`config.mk`:
```
export PLATFORM = sky130hd
export DESIGN_NAME = mem_stage
export DESIGN_NICKNAME = d
export VERILOG_FILES = /design/src/rtl/mem_pkg.sv /design/src/rtl/mem_wb_reg.sv /design/src/rtl/mem_stage.sv
export SDC_FILE = /design/constraint.sdc
export NUM_CORES = 1
export LEC_CHECK = 0
export ABC_AREA = 1
export CAP_MARGIN = 5
export CELL_PAD_IN_SITES_DETAIL_PLACEMENT = 1
export CELL_PAD_IN_SITES_GLOBAL_PLACEMENT = 1
export CORE_MARGIN = 8
export CORE_UTILIZATION = 24
export DETAILED_ROUTE_END_ITERATION = 10
export PLACE_DENSITY_LB_ADDON = 0.15
export SYNTH_ARGS = -nofsm -noshare
export SYNTH_HDL_FRONTEND = slang
export SYNTH_SLANG_ARGS = --single-unit
```
`constraint.sdc`:
```
create_clock -name i_clk -period 1.85 [get_ports i_clk]
set_clock_uncertainty 0.15 [all_clocks]
set_input_delay 0.4625 -clock i_clk [delete_from_list [all_inputs] [get_ports i_clk]]
set_output_delay 0.4625 -clock i_clk [all_outputs]
set_load 0.02 [all_outputs]
```
`src/rtl/mem_pkg.sv`:
```
// Shared types for the MEM stage: FSM states, alignment mask and the MEM/WB payload.
package mem_pkg;

   typedef enum logic {IDLE, ACCESS} mem_state_t;

   localparam logic [1:0] WORD_ALIGN_MASK = 2'b11;

   typedef struct packed {
      logic        memtoreg;
      logic        regwrite;
      logic [31:0] readdata;
      logic [31:0] alu;
      logic [4:0]  writereg;
   } memwb_t;

endpackage

```
`src/rtl/mem_wb_reg.sv`:
```
// MEM/WB pipeline register. A bubble clears only the WB control bits.
module mem_wb_reg
   import mem_pkg::*;
(
   input  logic   i_clk,
   input  logic   i_rst,
   input  logic   i_load,
   input  logic   i_bubble,
   input  logic   i_loadReadData,
   input  memwb_t i_payload,
   output memwb_t o_payload
);

   memwb_t r_payload;

   // Stores and pass-through ops leave the previous load data in place.
   always_ff @(posedge i_clk) begin
      if (i_rst) begin
         r_payload <= '0;
      end else if (i_bubble) begin
         r_payload.memtoreg <= 1'b0;
         r_payload.regwrite <= 1'b0;
      end else if (i_load) begin
         r_payload.memtoreg <= i_payload.memtoreg;
         r_payload.regwrite <= i_payload.regwrite;
         r_payload.alu      <= i_payload.alu;
         r_payload.writereg <= i_payload.writereg;
         if (i_loadReadData) begin
            r_payload.readdata <= i_payload.readdata;
         end
      end
   end

   assign o_payload = r_payload;

endmodule

```
`src/rtl/mem_stage.sv`:
```
// MEM pipeline stage: branch resolution, req/ack data-memory access with timeout,
// upstream stall generation and the MEM/WB register.
module mem_stage
   import mem_pkg::*;
#(
   parameter int DMEM_TIMEOUT = 16
) (
   input  logic        i_clk,
   input  logic        i_rst,
   input  logic        i_con_mem_branch,
   input  logic        i_con_mem_memread,
   input  logic        i_con_mem_memwrite,
   input  logic        i_con_wb_memtoreg,
   input  logic        i_con_wb_regwrite,
   input  logic [31:0] i_data_AddRst,
   input  logic        i_con_Zero,
   input  logic [31:0] i_data_ALU_Rst,
   input  logic [31:0] i_data_rt,
   input  logic [4:0]  i_addr_MuxRst,
   input  logic        i_con_dmem_ack,
   input  logic [31:0] i_data_dmem_rdata,
   output logic        o_con_dmem_req,
   output logic        o_con_dmem_we,
   output logic [31:0] o_addr_dmem,
   output logic [31:0] o_data_dmem_wdata,
   output logic        o_con_PCSrc,
   output logic [31:0] o_addr_PCBranch,
   output logic        o_con_stall,
   output logic        o_con_mem_err,
   output logic        o_con_wb_memtoreg,
   output logic        o_con_wb_regwrite,
   output logic [31:0] o_data_ReadData,
   output logic [31:0] o_data_ALU_Rst,
   output logic [4:0]  o_addr_WriteReg
);

   localparam int COUNT_W = 8;
   localparam logic [COUNT_W-1:0] LAST_WAIT = COUNT_W'(DMEM_TIMEOUT - 1);

   mem_state_t         r_state;
   mem_state_t         w_nextState;
   logic               r_req;
   logic               r_we;
   logic [31:0]        r_addr;
   logic [31:0]        r_wdata;
   logic [COUNT_W-1:0] r_count;
   logic               r_err;

   logic   w_aligned;
   logic   w_validOp;
   logic   w_illegalOp;
   logic   w_timeoutHit;
   logic   w_stall;
   logic   w_startAccess;
   logic   w_setErr;
   logic   w_wbLoad;
   logic   w_wbBubble;
   logic   w_wbReadData;
   memwb_t w_wbIn;
   memwb_t w_wbOut;

   assign w_aligned    = ((i_data_ALU_Rst[1:0] & WORD_ALIGN_MASK) == 2'b00);
   assign w_validOp    = (i_con_mem_memread ^ i_con_mem_memwrite) & w_aligned;
   assign w_illegalOp  = (i_con_mem_memread | i_con_mem_memwrite) & ~w_validOp;
   assign w_timeoutHit = (r_count == LAST_WAIT);

   // Ack always wins over the timeout, even in the last permitted cycle.
   always_comb begin
      w_nextState   = r_state;
      w_stall       = 1'b0;
      w_startAccess = 1'b0;
      w_setErr      = 1'b0;
      w_wbLoad      = 1'b0;
      w_wbBubble    = 1'b0;
      w_wbReadData  = 1'b0;
      case (r_state)
         IDLE: begin
            if (w_validOp) begin
               w_stall       = 1'b1;
               w_startAccess = 1'b1;
               w_wbBubble    = 1'b1;
               w_nextState   = ACCESS;
            end else if (w_illegalOp) begin
               w_setErr   = 1'b1;
               w_wbBubble = 1'b1;
            end else begin
               w_wbLoad = 1'b1;
            end
         end
         ACCESS: begin
            if (i_con_dmem_ack) begin
               w_wbLoad     = 1'b1;
               w_wbReadData = ~r_we;
               w_nextState  = IDLE;
            end else if (w_timeoutHit) begin
               w_setErr    = 1'b1;
               w_wbBubble  = 1'b1;
               w_nextState = IDLE;
            end else begin
               w_stall = 1'b1;
            end
         end
         default: w_nextState = IDLE;
      endcase
   end

   // Request fields are written only on entry to ACCESS so they stay stable while req is high.
   always_ff @(posedge i_clk) begin
      if (i_rst) begin
         r_state <= IDLE;
         r_req   <= 1'b0;
         r_we    <= 1'b0;
         r_addr  <= '0;
         r_wdata <= '0;
         r_count <= '0;
         r_err   <= 1'b0;
      end else begin
         r_state <= w_nextState;
         r_err   <= r_err | w_setErr;
         if (w_startAccess) begin
            r_req   <= 1'b1;
            r_we    <= i_con_mem_memwrite;
            r_addr  <= i_data_ALU_Rst;
            r_wdata <= i_data_rt;
            r_count <= '0;
         end else if (r_state == ACCESS) begin
            if (w_nextState == IDLE) begin
               r_req <= 1'b0;
            end else begin
               r_count <= r_count + COUNT_W'(1);
            end
         end
      end
   end

   always_comb begin
      w_wbIn          = '0;
      w_wbIn.memtoreg = i_con_wb_memtoreg;
      w_wbIn.regwrite = i_con_wb_regwrite;
      w_wbIn.readdata = i_data_dmem_rdata;
      w_wbIn.alu      = i_data_ALU_Rst;
      w_wbIn.writereg = i_addr_MuxRst;
   end

   mem_wb_reg u_memWb (
      .i_clk          (i_clk),
      .i_rst          (i_rst),
      .i_load         (w_wbLoad),
      .i_bubble       (w_wbBubble),
      .i_loadReadData (w_wbReadData),
      .i_payload      (w_wbIn),
      .o_payload      (w_wbOut)
   );

   assign o_con_dmem_req    = r_req;
   assign o_con_dmem_we     = r_we;
   assign o_addr_dmem       = r_addr;
   assign o_data_dmem_wdata = r_wdata;
   assign o_con_stall       = w_stall;
   assign o_con_mem_err     = r_err;
   assign o_con_PCSrc       = i_con_mem_branch & i_con_Zero & ~w_stall;
   assign o_addr_PCBranch   = i_data_AddRst;
   assign o_con_wb_memtoreg = w_wbOut.memtoreg;
   assign o_con_wb_regwrite = w_wbOut.regwrite;
   assign o_data_ReadData   = w_wbOut.readdata;
   assign o_data_ALU_Rst    = w_wbOut.alu;
   assign o_addr_WriteReg   = w_wbOut.writereg;

endmodule

```
Word level (Yosys, flattened, before mapping)
Cells that the tools add are included.
Widths: inputs -> output; s select.
{"block": "totals", "regBits": 147, "in_bits": 142, "output_inout_bits": 172, "wordCells": 56}
{"block": "op_classes", "n_addsub": 1, "eq_ne": 2, "mux": 21, "n_bitwise": 12, "reduce_logical": 8}
{"op": "$mux 1", "count": 17}
{"op": "$add 8x1->8 const B", "count": 1}
{"op": "$eq 8x4->1 const B", "count": 1}
{"op": "$pmux 1 s2", "count": 4}
{"op": "$reduce_and 2->1", "count": 3}
{"op": "$not 1->1", "count": 5}
{"op": "$and 1x1->1", "count": 4}
{"op": "$reduce_or 2->1", "count": 2}
{"op": "$reduce_and 3->1", "count": 1}
{"op": "$logic_not 2->1", "count": 1}
{"op": "$ne 2x1->1 const B", "count": 1}
{"op": "$or 1x1->1", "count": 2}
{"op": "$reduce_bool 2->1", "count": 1}
{"op": "$xor 1x1->1", "count": 1}

Depth between registers and ports, before layout
Gate-level depths: netlist of run 1.
{"block": "logic_depth", "word_depth": 9, "ltp_mapped": 10, "mapped_depth_nobuf": 9}

By module
A second synthesis of run 1 with hierarchy kept.
{"block": "hier_totals", "cells_unflattened": 784, "hier_area_um2": 5800.6}
{"module": "mem_stage", "n_inst": 1, "cells_per_inst": 409, "area_each_um2": 3093.0, "seq_area_each_um2": 1521.5}
{"module": "mem_wb_reg", "n_inst": 1, "cells_per_inst": 375, "area_each_um2": 2707.6, "seq_area_each_um2": 1421.4}

Worst setup path after synthesis of run 1
Ideal clock, no wire load.
{"block": "synth_timing", "path_type": "input -> output", "from": "in i_con_mem_memread", "to": "out o_con_PCSrc", "arrival_time_ns": 1.685, "setup_slack_ns": -0.447, "stages": 7, "path_buffers": 2, "cell_sequence": "inv_1 ha_1 nand3_4 buf_12 buf_6 nand2_1 nor2_1"}
{"block": "synth_via", "elab_chain_len": 6}
{"item": "start: declaration", "line": "mem_stage.sv:11", "text": "input logic i_con_mem_memread,"}
{"item": "$xor 1x1->1", "line": "mem_stage.sv:63", "text": "assign w_validOp = (i_con_mem_memread ^ i_con_mem_memwrite) & w_aligned;"}
{"item": "$and 1x1->1", "line": "mem_stage.sv:63"}
{"item": "$mux 1", "line": "mem_stage.sv:78", "text": "if (w_validOp) begin"}
{"item": "$pmux 1 s2", "line": "mem_stage.sv:76", "text": "case (r_state)"}
{"item": "named net o_con_stall", "line": "mem_stage.sv:28", "text": "output logic o_con_stall,"}
{"item": "$not 1->1", "line": "mem_stage.sv:161", "text": "assign o_con_PCSrc = i_con_mem_branch & i_con_Zero & ~w_stall;"}
{"item": "$and 1x1->1", "line": "mem_stage.sv:161"}
{"item": "end: declaration", "line": "mem_stage.sv:26", "text": "output logic o_con_PCSrc,"}
The timed path passes the listed nets, and every way through them passes these cells.

Worst setup path in the final report of run 1
{"block": "layout_timing", "from": "reg r_count[0]", "to": "out o_con_PCSrc"}
{"block": "layout_via", "elab_chain_len": 6}
{"item": "start: declaration", "line": "mem_stage.sv:46", "text": "logic [COUNT_W-1:0] r_count;"}
{"item": "start signal: assignment", "line": "mem_stage.sv:130", "text": "r_count <= r_count + COUNT_W'(1);"}
{"item": "$eq 8x4->1", "line": "mem_stage.sv:65", "text": "assign w_timeoutHit = (r_count == LAST_WAIT);"}
{"item": "$mux 1", "line": "mem_stage.sv:95", "text": "end else if (w_timeoutHit) begin"}
{"item": "$mux 1", "line": "mem_stage.sv:91", "text": "if (i_con_dmem_ack) begin"}
{"item": "$pmux 1 s2", "line": "mem_stage.sv:76"}
{"item": "$not 1->1", "line": "mem_stage.sv:161"}
{"item": "$and 1x1->1", "line": "mem_stage.sv:161"}
Every way passes these cells.

==> key figures, run 1 <==
Detailed routing
  – Post-detailed-route count of antenna-violating nets: 0
  – DRT Wirelength: 21,300 µm
  – Via/cell ratio: 4.19
  – Wire length on met3: 2210 µm
  – DRT met1 WL: 9100 µm
  – DR iter-0 viols: 261
  – Post-route DRC violation count: 0
  – Max layer used: met5
  – DRT Pass-1 Iters: 4
  – Routed len/inst: 16.4 µm
  – Met2 Wirelength: 9750 µm
  – Detailed-route via count: 5,454

Floorplanning
  – Die Wd: 171 µm
  – Core area: 0.0235 mm²
  – Die area: 0.0291 mm²
  – Boundary Pins: 314
  – Initial core utilization: 0.245
  – Die height: 171 µm
  – Row cnt: 56

GRT
  – Gr ovfl total: 0
  – Overall routing resource usage: 0.145
  – First-pass GRT wire length: 32,800 µm
  – Largest net degree at the start of global routing: 70
  – Vias in the first global route: 5,712
  – Initial antenna violation count: 1

Critical path
  – Slowest CP cell: dfxtp_2
  – CP endpoint kind: output pin
  – Critical Path AT: 1510 ps
  – Most frequent cell on the critical path: nand3_4
  – Critical path class: reg -> out
  – Element type at the critical path start: register
  – Reg2reg path depth: 6
  – Worst Path Required: 1240 ps
  – Worst path max stage delay: 350 ps
  – Crit path max fanout: 2
  – CP Cell Sequence: ha_4, nand3_4, inv_4, nand3_4, nand2_4, nand2_8, nor2_4, buf_6

Yosys
  – Sequential area share after synthesis: 0.512
  – Netlist cell types: 25
  – Top-count cell post-synth: nor2_1
  – #FFs+latches synth: 147
  – Synthesized instance count: 722
  – Synth area leaders: dfxtp_1 (51%), nor2_1 (9.9%), o21ai_0 (8.4%), a21oi_1 (6.5%), inv_1 (5.0%)
  – Mapped cell area: 0.00574 mm²
  – Post-Syn Nets: 867
  – Number of synthesized flops with an enable pin: 0
  – FFs w/ async S/R, synth: 0
  – Post-synth top flop: dfxtp_1
  – Synth warn: 0
  – Synth cell count leaders: nor2_1 (151), dfxtp_1 (147), o21ai_0 (96), inv_1 (76), a21oi_1 (75)
  – Synth top area share: 0.512
  – Synth area leader: dfxtp_1
  – Syn avg cell area: 7.95 µm²

Status
  – Status: complete, but fails checks
  – Failing checks: negative setup slack

STA
  – Worst setup margin: -269 ps
  – Slew at the pin closest to its max-slew limit: 307 ps
  – Hold Fails Final Rpt: 0
  – Setup tns final: -3240 ps
  – Final period util: 1.15
  – Slew Limit Headroom: 0.796
  – Final Slew Violations: 0
  – Setup violators final: 35
  – RSZ-0062 raised after global routing: true
  – Peak Freq: 472 MHz
  – Final min period: 2120 ps

Placement
  – Placer Congestion: 0.673
  – DP Worst Slack: -978 ps
  – Area after DPL: 0.00858 mm²
  – DP HPWL: 15,000 µm
  – IO Port Bufs: 249

Clock network
  – Total CTS buffers: 17
  – Clk_lat worst skew: 420 ps
  – CTS tree: built
  – Sink Count: 147
  – CTS root buf: clkbuf_16
  – Hold buffer count at CTS: 0
  – Clock-pin slew of the registers on the worst-case setup and hold paths: 60 ps
  – Max clock buf depth: 2
  – CTS H-tree depth: 4

Finish
  – Area delta synth->final: 59.5%
  – # nets final: 1,115
  – Number of diodes: 0
  – Layout cells sized above 1: 0.115
  – Post-route cell area: 0.00916 mm²

Worst hold path
  – Hold WC Path Type: in -> reg
  – Worst hold stages: 3

Power
  – Pleak: 4.21 nW
  – Power density cells: 892 mW/mm²
  – Peak supply drop: 0.000495 V
  – Tot Pwr: 8.17 mW

Run
  – Max-cap violations: 0
## repair_timing
item                                    CTS  global route
pin swaps                                 5             3
endpoints found under the setup margin  229            60
gates cloned                              2             0
buffers inserted                          5             2
resized for setup                       162             6
endpoints found under the hold margin     0             0
## power by group
part	internal, mW	switching (mW)
clock	2.01	1.46
sequential	3.35	0.0798
combinational	0.578	0.695
## cell families (layout without fill, tap and decap cells)
group,Yosys count,after routing,synth area share
AND/OR/NAND/NOR,203,203,0.147
XOR/XNOR,2,2,0.00305
AO/OA/AOI/OAI,212,212,0.185
flip-flops,147,147,0.512
adder cells (fa/ha/maj),3,3,0.00654
buffers and inverters,155,416,0.146
## per-layer routing
metal | up-vias | GRT usage
li1 | 2772 | -
met1 | 2473 | 0.170
met2 | 179 | 0.230
met3 | 28 | 0.0712
met4 | 2 | 0.0439
met5 | - | 0
## per-stage QoR
step | utilization | hold WS (ps) | instances
global route | 0.390 | 231 | 1302
global placement | 0.365 | 268 | 1261
floorplan | - | 319 | 722
finish | 0.390 | 203 | 1302
CTS | 0.389 | 288 | 1300
detailed placement | 0.365 | 279 | 1261
## registers in the layout, indices dropped and copies added (netlist names)
| register | cells |
|---|---|
| o_con_mem_err | 1 |
| o_con_dmem_we | 1 |
| o_data_dmem_wdata | 32 |
| r_count | 8 |
| o_addr_dmem | 32 |
| r_state | 1 |
| o_con_dmem_req | 1 |
| u_memWb.o_payload | 71 |
## final timing paths
path / endpoint / startpoint / slack (ps)
setup / recovery: o_con_PCSrc / r_count[0] / -270
setup reg to reg: o_addr_dmem[20] / r_state / 140
hold / removal: u_memWb.o_payload[6] / i_data_ALU_Rst[1] / 200
hold reg to reg: o_addr_dmem[0] / o_addr_dmem[0] / 290
## cells in the final DEF (no fill, tap or decap), types with 34 or more instances in the layout
| cell | count |
|---|---|
| buf_4 | 43 |
| dfxtp_1 | 145 |
| o21ai_1 | 41 |
| a21oi_1 | 75 |
| dlygate4sd2_1 | 140 |
| nor2_1 | 150 |
| o21ai_0 | 95 |
| nand2_1 | 34 |
| clkdlybuf4s50_1 | 106 |
| inv_1 | 73 |
## cell type report
| type | instances | area [µm²] |
|---|---|---|
| Timing Repair Buffer | 303 | 2880 |
| Tap cell | 319 | 399 |
| Inverter | 81 | 323 |
| Multi-Input combinational cell | 420 | 2040 |
| Fill cell | 2795 | 14300 |
| Clock inverter | 13 | 151 |
| Clock buffer | 19 | 433 |
| Sequential cell | 147 | 2950 |
## worst max-delay path: cells and delay by family, from the launching register on
kind / cells / cell delay, ps
buffers and inverters: 2 / 190
and+or+nand+nor: 5 / 390
DFF: 1 / 350
adders and majority gates: 1 / 160
Power figures use the tool's default switching activity.
==> inputs of run 2 (changes only) <==
- CTS_CLUSTER_DIAMETER: not set -> 40
==> results of run 2 <==
Final layout, timing and power as in run 1 (identical DEF).
==> inputs of run 3 (changes only) <==
- CORE_UTILIZATION: 24 -> 39
- DONT_BUFFER_PORTS: not set -> 1
==> key figures, run 3 (same netlist as run 1, synthesis figures left out) <==
Critical path
  – Worst Path Required: 1240 ps
  – Critical path class: reg -> out
  – Crit path max fanout: 2
  – Critical Path AT: 1470 ps
  – Element type at the critical path start: register
  – CP endpoint kind: output pin

STA
  – Hold slack: 33.0 ps
  – Hold Fails Final Rpt: 0
  – Slew at the pin closest to its max-slew limit: 539 ps
  – Setup violators final: 2
  – Final Slew Violations: 0
  – RSZ-0062 raised after global routing: true
  – Final min period: 2080 ps
  – Slew Limit Headroom: 0.641
  – Setup tns final: -449 ps
  – Worst setup margin: -234 ps
  – Peak Freq: 480 MHz
  – Final period util: 1.13

Placement
  – Area after DPL: 0.00572 mm²
  – Placer Congestion: 0.755
  – Dpl cells: 852
  – DP HPWL: 13,300 µm
  – DP Worst Slack: -62.2 ps
  – IO Port Bufs: 0

Power
  – Power density cells: 1220 mW/mm²
  – Sw Pwr: 2.06 mW
  – Pleak: 2.54 nW
  – Sequential power share: 0.472
  – Switching part of the total: 0.262
  – Int Pwr: 5.80 mW
  – Peak supply drop: 0.000632 V
  – Combinational power share: 0.061
  – Clock share of power: 0.467

Finish
  – Fin cells: 888
  – Number of diodes: 0
  – Max FFs per register: 71
  – Commonest non-fill, non-tap cell in the layout: nor2_1
  – Layout cells sized above 1: 0.115
  – Fillers: 1,730
  – Post-route cell area: 0.00642 mm²
  – # nets final: 836
  – Commonest cells after routing, fill and taps aside: nor2_1 (150), dfxtp_1 (145), o21ai_0 (96)
  – Area delta synth->final: 11.9%
  – Multi-input combinational cell area: 0.00204 mm²
  – Reg area: 0.00295 mm²

Worst hold path
  – Hold WC Path Type: in -> reg

Clock network
  – CTS H-tree depth: 4
  – Sink Count: 147
  – Total CTS buffers: 17
  – Clk_lat worst skew: 410 ps
  – CTS root buf: clkbuf_16
  – Clock-pin slew of the registers on the worst-case setup and hold paths: 60 ps
  – Max clock buf depth: 2
  – CTS tree: built

Floorplanning
  – Boundary Pins: 314
  – Row cnt: 44
  – Core area: 0.0145 mm²
  – Die Wd: 137 µm
  – Die height: 137 µm
  – Initial core utilization: 0.397
  – Die area: 0.0189 mm²

Detailed routing
  – Detailed-route via count: 4,544
  – Post-route DRC violation count: 0
  – DRT Pass-1 Iters: 4
  – DR iter-0 viols: 183
  – Post-detailed-route count of antenna-violating nets: 0
  – Routed len/inst: 20.0 µm
  – DRT Wirelength: 17,700 µm
  – Via/cell ratio: 5.12

Run
  – Max-cap violations: 0

GRT
  – Gr ovfl total: 0
  – Vias in the first global route: 4,834
  – First-pass GRT wire length: 26,700 µm
  – Initial antenna violation count: 0
  – Overall routing resource usage: 0.184
  – Largest net degree at the start of global routing: 64

Status
  – Failing checks: negative setup slack
  – Status: complete, but fails checks
run 3: power groups by stage:
stage / Combinational (mW) / Clock (mW) / Sequential (mW)
after floorplan: 0.486 / 0 / 3.72
after global placement: 0.459 / 0 / 3.79
after detailed placement: 0.487 / 0 / 3.79
after CTS: 0.494 / 3.76 / 3.72
after global routing: 0.551 / 3.88 / 3.74
final: 0.481 / 3.67 / 3.72
run 3: worst max-delay path: stages, from the launching register on:
cell and delay [ps]:
dfxtp_2 350, ha_4 150, nand3_4 90, inv_4 70
nand3_4 70, nand2_4 110, nand2_8 70, nor2_4 150
run 3: timing repair:
| item | 4_1_cts | 5_1_grt |
|---|---|---|
| endpoints found under the hold margin | 2 | 0 |
| buffers inserted | 2 | 1 |
| setup endpoints to repair | 2 | 2 |
| pin swaps | 3 | 0 |
| gates resized for setup | 10 | 0 |
| gates cloned | 0 | 0 |
| hold buffers | 1 | 0 |
run 3: path summary, 6_finish.rpt:
path	from	to	slack [ps]	depth (start not counted)
worst max-delay path	r_count[1]	o_con_PCSrc	-230	7
worst min register to register	r_count[4]	r_count[4]	350	2
worst max register to register	r_state	o_addr_dmem[5]	180	5
worst min-delay path	i_data_dmem_rdata[18]	u_memWb.o_payload[55]	30	2
run 3: area by class of cell:
type                    instances  share of cell area
well taps                     184              0.0358
multi-input cells             420               0.317
flip-flops and latches        147               0.459
repair buffers                 24              0.0401
clock inverters                14              0.0316
clock buffers                  18              0.0668
inverters                      81              0.0503
run 3: layer usage:
metal  global-route usage  part of all wire  vias to the layer above  routed length [µm]
met1                0.178              0.35                     2115                6150
met5                    0                 0                        -                   0
met3                0.106              0.14                       24                2420
met4               0.0610             0.016                        0                 275
met2                0.324              0.50                      204                8870
li1                     -                 -                     2201                   -
run 3: metrics by stage:
| step | total power [mW] | utilization |
|---|---|---|
| 2_1_floorplan | 4.21 | - |
| 3_3_place_gp | 4.25 | 0.395 |
| 3_5_place_dp | 4.28 | 0.395 |
| 4_1_cts | 7.98 | 0.443 |
| 5_1_grt | 8.17 | 0.444 |
| 6_report | 7.87 | 0.444 |
